## config.mk

```make
export PLATFORM = sky130hd
export DESIGN_NAME = agc_scaler
export DESIGN_NICKNAME = d
export VERILOG_FILES = /design/src/rtl/agc_scaler_pkg.sv /design/src/rtl/agc_scaler_wdog.sv /design/src/rtl/agc_scaler.sv
export SDC_FILE = /design/constraint.sdc
export NUM_CORES = 1
export LEC_CHECK = 0
export ABC_AREA = 1
export CORE_MARGIN = 2
export CORE_UTILIZATION = 50
export CTS_CLUSTER_SIZE = 16
export DETAILED_ROUTE_END_ITERATION = 6
export GPL_ROUTABILITY_DRIVEN = 1
export HOLD_SLACK_MARGIN = 0.12
export PLACE_DENSITY = 0.78
export SLEW_MARGIN = 5
export SYNTH_ARGS = -nofsm -noshare
export SYNTH_HDL_FRONTEND = slang
export SYNTH_SLANG_ARGS = --single-unit
```

## constraint.sdc

```tcl
create_clock -name CLOCK -period 1.86 [get_ports CLOCK]
set_clock_uncertainty 0.05 [all_clocks]
set_input_delay 0.372 -clock CLOCK [delete_from_list [all_inputs] [get_ports CLOCK]]
set_output_delay 0.372 -clock CLOCK [all_outputs]
set_load 0.03 [all_outputs]
```

## src/rtl/agc_scaler_pkg.sv

```systemverilog
// agc_scaler_pkg: shared definitions for the binary scaler chain.
//   NSTG_DEF / TMO_CYC_DEF : default stage count and watchdog limit.
//   SCL_MAX_W              : widest stage vector the edge helper handles.
//   scl_vec_t              : stage vector container (FS/FA/FB values are
//                            zero-extended into it).
//   scl_edges(old,new)     : per-bit rise (0->1) and fall (1->0) masks.
package agc_scaler_pkg;

    localparam int NSTG_DEF    = 16;
    localparam int TMO_CYC_DEF = 64;
    localparam int SCL_MAX_W   = 32;

    typedef logic [SCL_MAX_W-1:0] scl_vec_t;

    typedef struct packed {
        scl_vec_t rise;
        scl_vec_t fall;
    } scl_edge_t;

    function automatic scl_edge_t scl_edges(input scl_vec_t old_v, input scl_vec_t new_v);
        scl_edge_t e;
        e.rise = ~old_v & new_v;
        e.fall = old_v & ~new_v;
        return e;
    endfunction

endpackage

```

## src/rtl/agc_scaler_wdog.sv

```systemverilog
// agc_scaler_wdog: FS01 activity watchdog with sticky scaler-fail alarm.
//   CLOCK  : master clock
//   rst    : synchronous active-high reset
//   fs01_q : FS01 as sampled on the previous cycle
//   FS01   : current FS01 level
//   SCAFAL : sticky alarm, set the cycle after the idle count reaches TMO_CYC
// Test hold is intentionally not an input: a stuck FS01 must alarm even
// while the count is frozen.
module agc_scaler_wdog #(
    parameter int TMO_CYC = 64
) (
    input  logic CLOCK,
    input  logic rst,
    input  logic fs01_q,
    input  logic FS01,
    output logic SCAFAL
);

    localparam int WD_W = $clog2(TMO_CYC + 1);
    localparam logic [WD_W-1:0] WD_LIM = WD_W'(TMO_CYC);

    logic [WD_W-1:0] wd;

    always_ff @(posedge CLOCK) begin
        if (rst) begin
            wd     <= '0;
            SCAFAL <= 1'b0;
        end else begin
            if (fs01_q ^ FS01)
                wd <= '0;
            else if (wd != WD_LIM)
                wd <= wd + WD_W'(1);   // saturates at the limit
            if (wd == WD_LIM)
                SCAFAL <= 1'b1;
        end
    end

endmodule

```

## src/rtl/agc_scaler.sv

```systemverilog
// agc_scaler: binary scaler chain after the timer's FS01 stage.
// Counts FS01 falling edges into an NSTG-bit register (FS02..FS(NSTG+1))
// and emits one-cycle per-stage rise (FA) / fall (FB) strobes.
//   CLOCK  : master clock
//   rst    : synchronous active-high reset
//   FS01   : stage-1 level, synchronous to CLOCK
//   SCLHLD : test hold; falling edges seen while high are discarded
//   FS     : stage levels, FS[0] = FS02
//   FA/FB  : one-cycle per-stage rise / fall strobes
//   SCLWRP : one-cycle strobe on all-ones -> zero wrap
//   SCAFAL : sticky scaler-fail alarm (constant 0 unless the watchdog
//            is built in with AGC_SCALER_ALARM_EN)
// No GOJAM/standby clear exists by design: the chain must keep running.
module agc_scaler
    import agc_scaler_pkg::*;
#(
    parameter int NSTG    = NSTG_DEF,
    parameter int TMO_CYC = TMO_CYC_DEF
) (
    input  logic            CLOCK,
    input  logic            rst,
    input  logic            FS01,
    input  logic            SCLHLD,
    output logic [NSTG-1:0] FS,
    output logic [NSTG-1:0] FA,
    output logic [NSTG-1:0] FB,
    output logic            SCLWRP,
    output logic            SCAFAL
);

    logic            fs01_q;
    logic [NSTG-1:0] count;
    logic [NSTG-1:0] count_nxt;
    logic            adv;
    scl_vec_t        old_v;
    scl_vec_t        new_v;
    scl_edge_t       edges;
    logic            unused_edge_bits;

    assign adv       = fs01_q & ~FS01 & ~SCLHLD;
    assign count_nxt = count + NSTG'(1);

    // Widen into the package container so the shared helper can be used
    // for any NSTG up to SCL_MAX_W; the upper bits are always zero.
    always_comb begin
        old_v             = '0;
        new_v             = '0;
        old_v[NSTG-1:0]   = count;
        new_v[NSTG-1:0]   = count_nxt;
    end

    assign edges            = scl_edges(old_v, new_v);
    assign unused_edge_bits = ^{edges.rise, edges.fall};

    always_ff @(posedge CLOCK) begin
        if (rst) begin
            fs01_q <= 1'b0;
            count  <= '0;
            FA     <= '0;
            FB     <= '0;
            SCLWRP <= 1'b0;
        end else begin
            fs01_q <= FS01;
            if (adv) begin
                count  <= count_nxt;
                FA     <= edges.rise[NSTG-1:0];
                FB     <= edges.fall[NSTG-1:0];
                SCLWRP <= &count;
            end else begin
                FA     <= '0;
                FB     <= '0;
                SCLWRP <= 1'b0;
            end
        end
    end

    assign FS = count;

`ifdef AGC_SCALER_ALARM_EN
    agc_scaler_wdog #(
        .TMO_CYC (TMO_CYC)
    ) u_wdog (
        .CLOCK  (CLOCK),
        .rst    (rst),
        .fs01_q (fs01_q),
        .FS01   (FS01),
        .SCAFAL (SCAFAL)
    );
`else
    localparam int unused_tmo = TMO_CYC;
    assign SCAFAL = 1'b0;
`endif

endmodule

```

==> results of run 1 <==
layer usage:
layer  vias up  routed length (um)
li1        953                   -
met1       836                1899
met2        43                2149
met3         9                 172
met4         0                 106
met5         -                   0
cell families (layout without fill, tap and decap cells):
kind of cell               after synthesis  count (layout)  share of synthesized area
and+or+nand+nor                        134             134                     0.2757
buffers and inverters                   81             138                     0.1497
DFF                                     50              50                     0.4130
adders and majority gates               31              31                     0.1600
other                                    1               1                   0.001547
area by class of cell:
cell class | instances | area (um^2)
inverters | 72 | 270.3
multi-input cells | 166 | 1067
fillers | 400 | 1577
well taps | 54 | 67.56
flip-flops and latches | 50 | 1003
clock buffers | 5 | 68.82
repair buffers | 58 | 598.1
clock inverters | 3 | 40.04
timing repair:
| item | CTS | global route |
|---|---|---|
| gates resized for setup | 10 | 7 |
| endpoints found under the setup margin | 10 | 8 |
| endpoints found under the hold margin | 0 | 0 |
flip-flops by register name, summed over array words and instances (netlist names):
name / count
FA: 16
FB: 16
FS: 16
SCLWRP: 1
fs01_q: 1
stage by stage:
| stage | power, mW | setup WS, ns | utilization | hold slack (ns) | area, um^2 |
|---|---|---|---|---|---|
| floorplan | 1.216 | 0.06652 | - | 0.3944 | 2424 |
| global placement | 1.261 | 0.1753 | 0.6397 | 0.4337 | 3002 |
| detailed placement | 1.265 | 0.07312 | 0.6397 | 0.4380 | 3002 |
| CTS | 2.006 | 0.002116 | 0.6603 | 0.4617 | 3098 |
| global route | 2.061 | -0.007061 | 0.6640 | 0.4483 | 3115 |
| finish | 1.982 | 0.04857 | 0.6640 | 0.4230 | 3115 |
path summary, 6_finish.rpt:
| path | depth (start not counted) | to | slack, ns |
|---|---|---|---|
| worst max-delay path | 1 | FS[3] | 0.05 |
| worst min-delay path | 1 | FA[0]$_SDFF_PP0_ | 0.42 |
| worst max register to register | 9 | FS[14]$_SDFFE_PP0P_ | 0.16 |
| worst min register to register | 1 | FA[0]$_SDFF_PP0_ | 0.42 |
power groups by stage:
| stage | logic [mW] | registers (mW) | clock network [mW] |
|---|---|---|---|
| 6_report | 0.134 | 1.10 | 0.747 |
| 5_1_grt | 0.148 | 1.10 | 0.809 |
| 4_1_cts | 0.135 | 1.10 | 0.770 |
| 3_5_place_dp | 0.139 | 1.13 | 0 |
| 3_3_place_gp | 0.135 | 1.13 | 0 |
| 2_1_floorplan | 0.0692 | 1.15 | 0 |
cells in the final DEF (no fill, tap or decap), types with 4 or more instances in the layout:
cell,instances
inv_1,70
dfxtp_1,48
nand2_1,46
nor2_1,45
clkdlybuf4s50_1,39
ha_1,31
nor2_2,21
nor2_4,12
dlygate4sd2_1,10
clkbuf_8,5
nand3_1,4
==> results.cfg, run 1 <==
[outcome]
status = completed

[floorplan]
ios = 54
core-area_mm2 = 0.004692
rows = 25
initial_core_util = 0.5165
dieArea_mm2 = 0.005420
die_w_um = 73.62
die_height_um = 73.62

[grt]
grt_busiest_layer = met2
grt_max_degree = 32
grt_pass1_wl_um = 7238
overflow = 0
grt_use_met2 = 0.3075
antenna_found_initial = 0
grtUsageTotal = 0.1771
groute.layer.met3.usage = 0.04390
grt_use_met1 = 0.2015
grt_pass1_vias = 1662

[critical_path]
path_buf_inv = 1
critPathSlowestCell = clkdlybuf4s50_1
cp_max_fo = 4
start_kind = flop
critPathMaxStageDelay_ns = 0.69
crit_type = flop to output port
cp.required_ns = 1.44
timing.rr.start = FS[0]$_SDFFE_PP0P_
startpoint = FS[3]$_SDFFE_PP0P_
path_delay_family = buffers and inverters
path_cells = clkdlybuf4s50_1
arrival_ns = 1.39
crit_path_end_kind = output port

[clock_tree]
numClockSinks = 50
clock_path_buffers = 2
cts_setup_buffers = 0
path_clk_slew_ns = 0.09
cts_hold_buf = 0
tritoncts = yes
cts_made_buffers = 5
cts_root_buf = clkbuf_8
cts.htree.levels = 2
clk_latency_ns = 0.31

[synthesis]
yosysMostFrequentCell = inv_1
netlist_top_cells_area = dfxtp_1 41%, ha_1 16%, inv_1 11%
syn_nets = 332
yosysWarningCount = 0
synth_commonest_cells = 70 x inv_1, 50 x dfxtp_1, 46 x nand2_1, 46 x nor2_1, 31 x ha_1
synth_seq_cells = 50
synth_top_area_cell = dfxtp_1
synth.distinct_cells = 18
ys_seq_area_frac = 0.4130
ys.flop_type = dfxtp_1
syn_avg_cell_area_um2 = 8.160
synth_top_area_share = 0.4130
syn-cell-area_mm2 = 0.002424
async_flop_share = 0
synth_edf_count = 0
syn_inst = 297

[power_and_ir_drop]
share_seq_of_total_power = 0.555
p_switching_uw = 455.9
combPwrFrac = 0.068
swShare = 0.2300
clkPwrFrac = 0.377
power_density_mw_per_mm2 = 636.3
p_int_mw = 1.526
peakVddDrop_mv = 0.4380
p_leak_nw = 1.597

[route]
first_pass_iters = 4
wl_per_cell_um = 10.61
antenna_left = 0
drc = 0
num_vias = 1841
via_per_inst = 4.512
drt-total-wl_um = 4327
drtIter0Drc = 81

[cells_and_area]
area_growth_pct = 28.55
diodes = 0
layout-drive-gt1-share = 0.1497
nets = 388
fin_cells = 408

[placement]
portBuffers = 52
placed_cells = 400
gp_congestion = 0.7664
hpwl_um = 3197

[worst_hold_path]
min_from = FS[0]$_SDFFE_PP0P_
hold_class = flop to flop

[job]
drv_cap = 0

[sta]
finalHoldViolCount = 0
layout_worst_path_cycle_share = 0.9739
setup_tns_ns = 0
final_max_slew_viol_count = 0
max_freq_mhz = 552.1
min_period_ns = 1.811
setup_viol = 0
Power figures use the tool's default switching activity.
==> run 2, diff against run 1 <==
RECOVER_POWER = 50   (was not set)
==> run 2 against run 1 <==
Net effect: via count rose by 0.65%; maximum frequency shrank 0.46%; non-clock buffer count did not move; critical endpoint unchanged; highest routed layer unchanged; critical path depth unchanged; clock-buffer cell count is the same; first-iteration DRC count down 11%; sequential power about the same; worst hold slack improved by 0.0013 ns; global-route usage stayed put.
==> results.cfg, run 2 (synthesized netlist as in run 1, its figures left out) <==
[outcome]
status = completed

[sta]
max_freq_mhz = 549.5
layout_worst_path_cycle_share = 0.9784
min_period_ns = 1.820
max_slew.worst_pin.slew_ns = 0.6276
setup_viol = 0
finalHoldViolCount = 0
relSlewSlack = 0.5816
final_max_slew_viol_count = 0
setup_tns_ns = 0
whs_ns = 0.4243
setup_ws_ns = 0.04013

[cells_and_area]
area_growth_pct = 23.85
nets = 388
fin_cells = 408
diodes = 0
fill_cells = 420
layout_common_cells = 71 x inv_1, 56 x nor2_1, 48 x dfxtp_1, 46 x nand2_1, 38 x clkdlybuf4s50_1
layout_commonest_cell = inv_1
layout-drive-gt1-share = 0.1158

[grt]
grt_max_degree = 32
grt_pass1_wl_um = 7238
overflow = 0
antenna_found_initial = 0
grt_pass1_vias = 1662
grtUsageTotal = 0.1771

[job]
drv_cap = 0

[clock_tree]
cts_setup_buffers = 0
cts_made_buffers = 5
clock_path_buffers = 2
path_clk_slew_ns = 0.09
clk_latency_ns = 0.31
numClockSinks = 50
tritoncts = yes
cts.htree.levels = 2
cts_root_buf = clkbuf_8

[floorplan]
die_height_um = 73.62
ios = 54
core-area_mm2 = 0.004692
initial_core_util = 0.5165
die_w_um = 73.62
dieArea_mm2 = 0.005420
rows = 25

[power_and_ir_drop]
clkPwrFrac = 0.380
p_leak_nw = 1.517
p_switching_uw = 457.3
power_density_mw_per_mm2 = 658.6
swShare = 0.2313
combPwrFrac = 0.063
share_seq_of_total_power = 0.557
p_int_mw = 1.519
peakVddDrop_mv = 0.4396

[route]
drc = 0
first_pass_iters = 5
via_per_inst = 4.542
drtIter0Drc = 72
num_vias = 1853
antenna_left = 0
drt-total-wl_um = 4370
wl_per_cell_um = 10.71

[critical_path]
path_buf_inv = 1
crit_path_end_kind = output port
worstReg2RegEnd = FS[14]$_SDFFE_PP0P_
reg2reg_depth = 9
timing.rr.start = FS[0]$_SDFFE_PP0P_
cp_max_fo = 4
critPathMaxStageDelay_ns = 0.70
rrSetupSlack_ns = 0.16
path_cells = clkdlybuf4s50_1
crit_type = flop to output port
critPathSlowestCell = clkdlybuf4s50_1
arrival_ns = 1.40
start_kind = flop
path_delay_family = buffers and inverters
path_depth = 1
cp.required_ns = 1.44

[placement]
gp_congestion = 0.7664
placed_cells = 400
preCtsSetupSlack_ns = 0.07312
portBuffers = 52
hpwl_um = 3197

[worst_hold_path]
min_from = FS[0]$_SDFFE_PP0P_
min_to = FA[0]$_SDFF_PP0_
hold_class = flop to flop
holdPathStages = 1
[run 2: worst max-delay path by stage]
| stage | start | to |
|---|---|---|
| 2_1_floorplan | FS[1]$_SDFFE_PP0P_ | FS[14]$_SDFFE_PP0P_ |
| 3_3_place_gp | FS[0]$_SDFFE_PP0P_ | FS[14]$_SDFFE_PP0P_ |
| 3_5_place_dp | FS[0]$_SDFFE_PP0P_ | FS[14]$_SDFFE_PP0P_ |
| 4_1_cts | FS[1]$_SDFFE_PP0P_ | FS[1] |
| 5_1_grt | FS[0]$_SDFFE_PP0P_ | FS[14]$_SDFFE_PP0P_ |
| 6_report | FS[3]$_SDFFE_PP0P_ | FS[3] |
[run 2: power by group through the flow]
| stage | combinational [mW] | clock [mW] | sequential, mW |
|---|---|---|---|
| after floorplan | 0.0692 | 0 | 1.15 |
| after global placement | 0.135 | 0 | 1.13 |
| after detailed placement | 0.139 | 0 | 1.13 |
| after CTS | 0.135 | 0.770 | 1.10 |
| after global routing | 0.138 | 0.809 | 1.10 |
| final | 0.124 | 0.751 | 1.10 |
[run 2: cell type report]
class,count,area (um^2),share of cell area
clock inverter,3,40.04,0.01334
tap,54,67.56,0.02251
inverter,72,270.3,0.09004
multi-input combinational,166,1025,0.3414
clock buffer,5,68.82,0.02293
timing repair buffer,58,526.8,0.1755
sequential,50,1003,0.3343
[run 2: per-stage QoR]
step,utilization,instance area [um^2],power (mW)
after global routing,0.6397,3002,2.051
after CTS,0.6603,3098,2.006
after floorplan,-,2424,1.216
after detailed placement,0.6397,3002,1.265
final,0.6397,3002,1.977
after global placement,0.6397,3002,1.261
[run 2: per-layer routing]
metal | up-vias | part of all wire | track usage
li1 | 951 | - | -
met5 | - | 0 | 0
met3 | 9 | 0.036 | 0.04390
met4 | 0 | 0.023 | 0.08485
met1 | 850 | 0.44 | 0.2015
met2 | 43 | 0.50 | 0.3075
[run 2: what timing repair did]
item,in CTS,in global routing
gates resized for setup,10,7
setup endpoints to repair,10,8
hold buffers,0,0
hold endpoints to repair,0,0
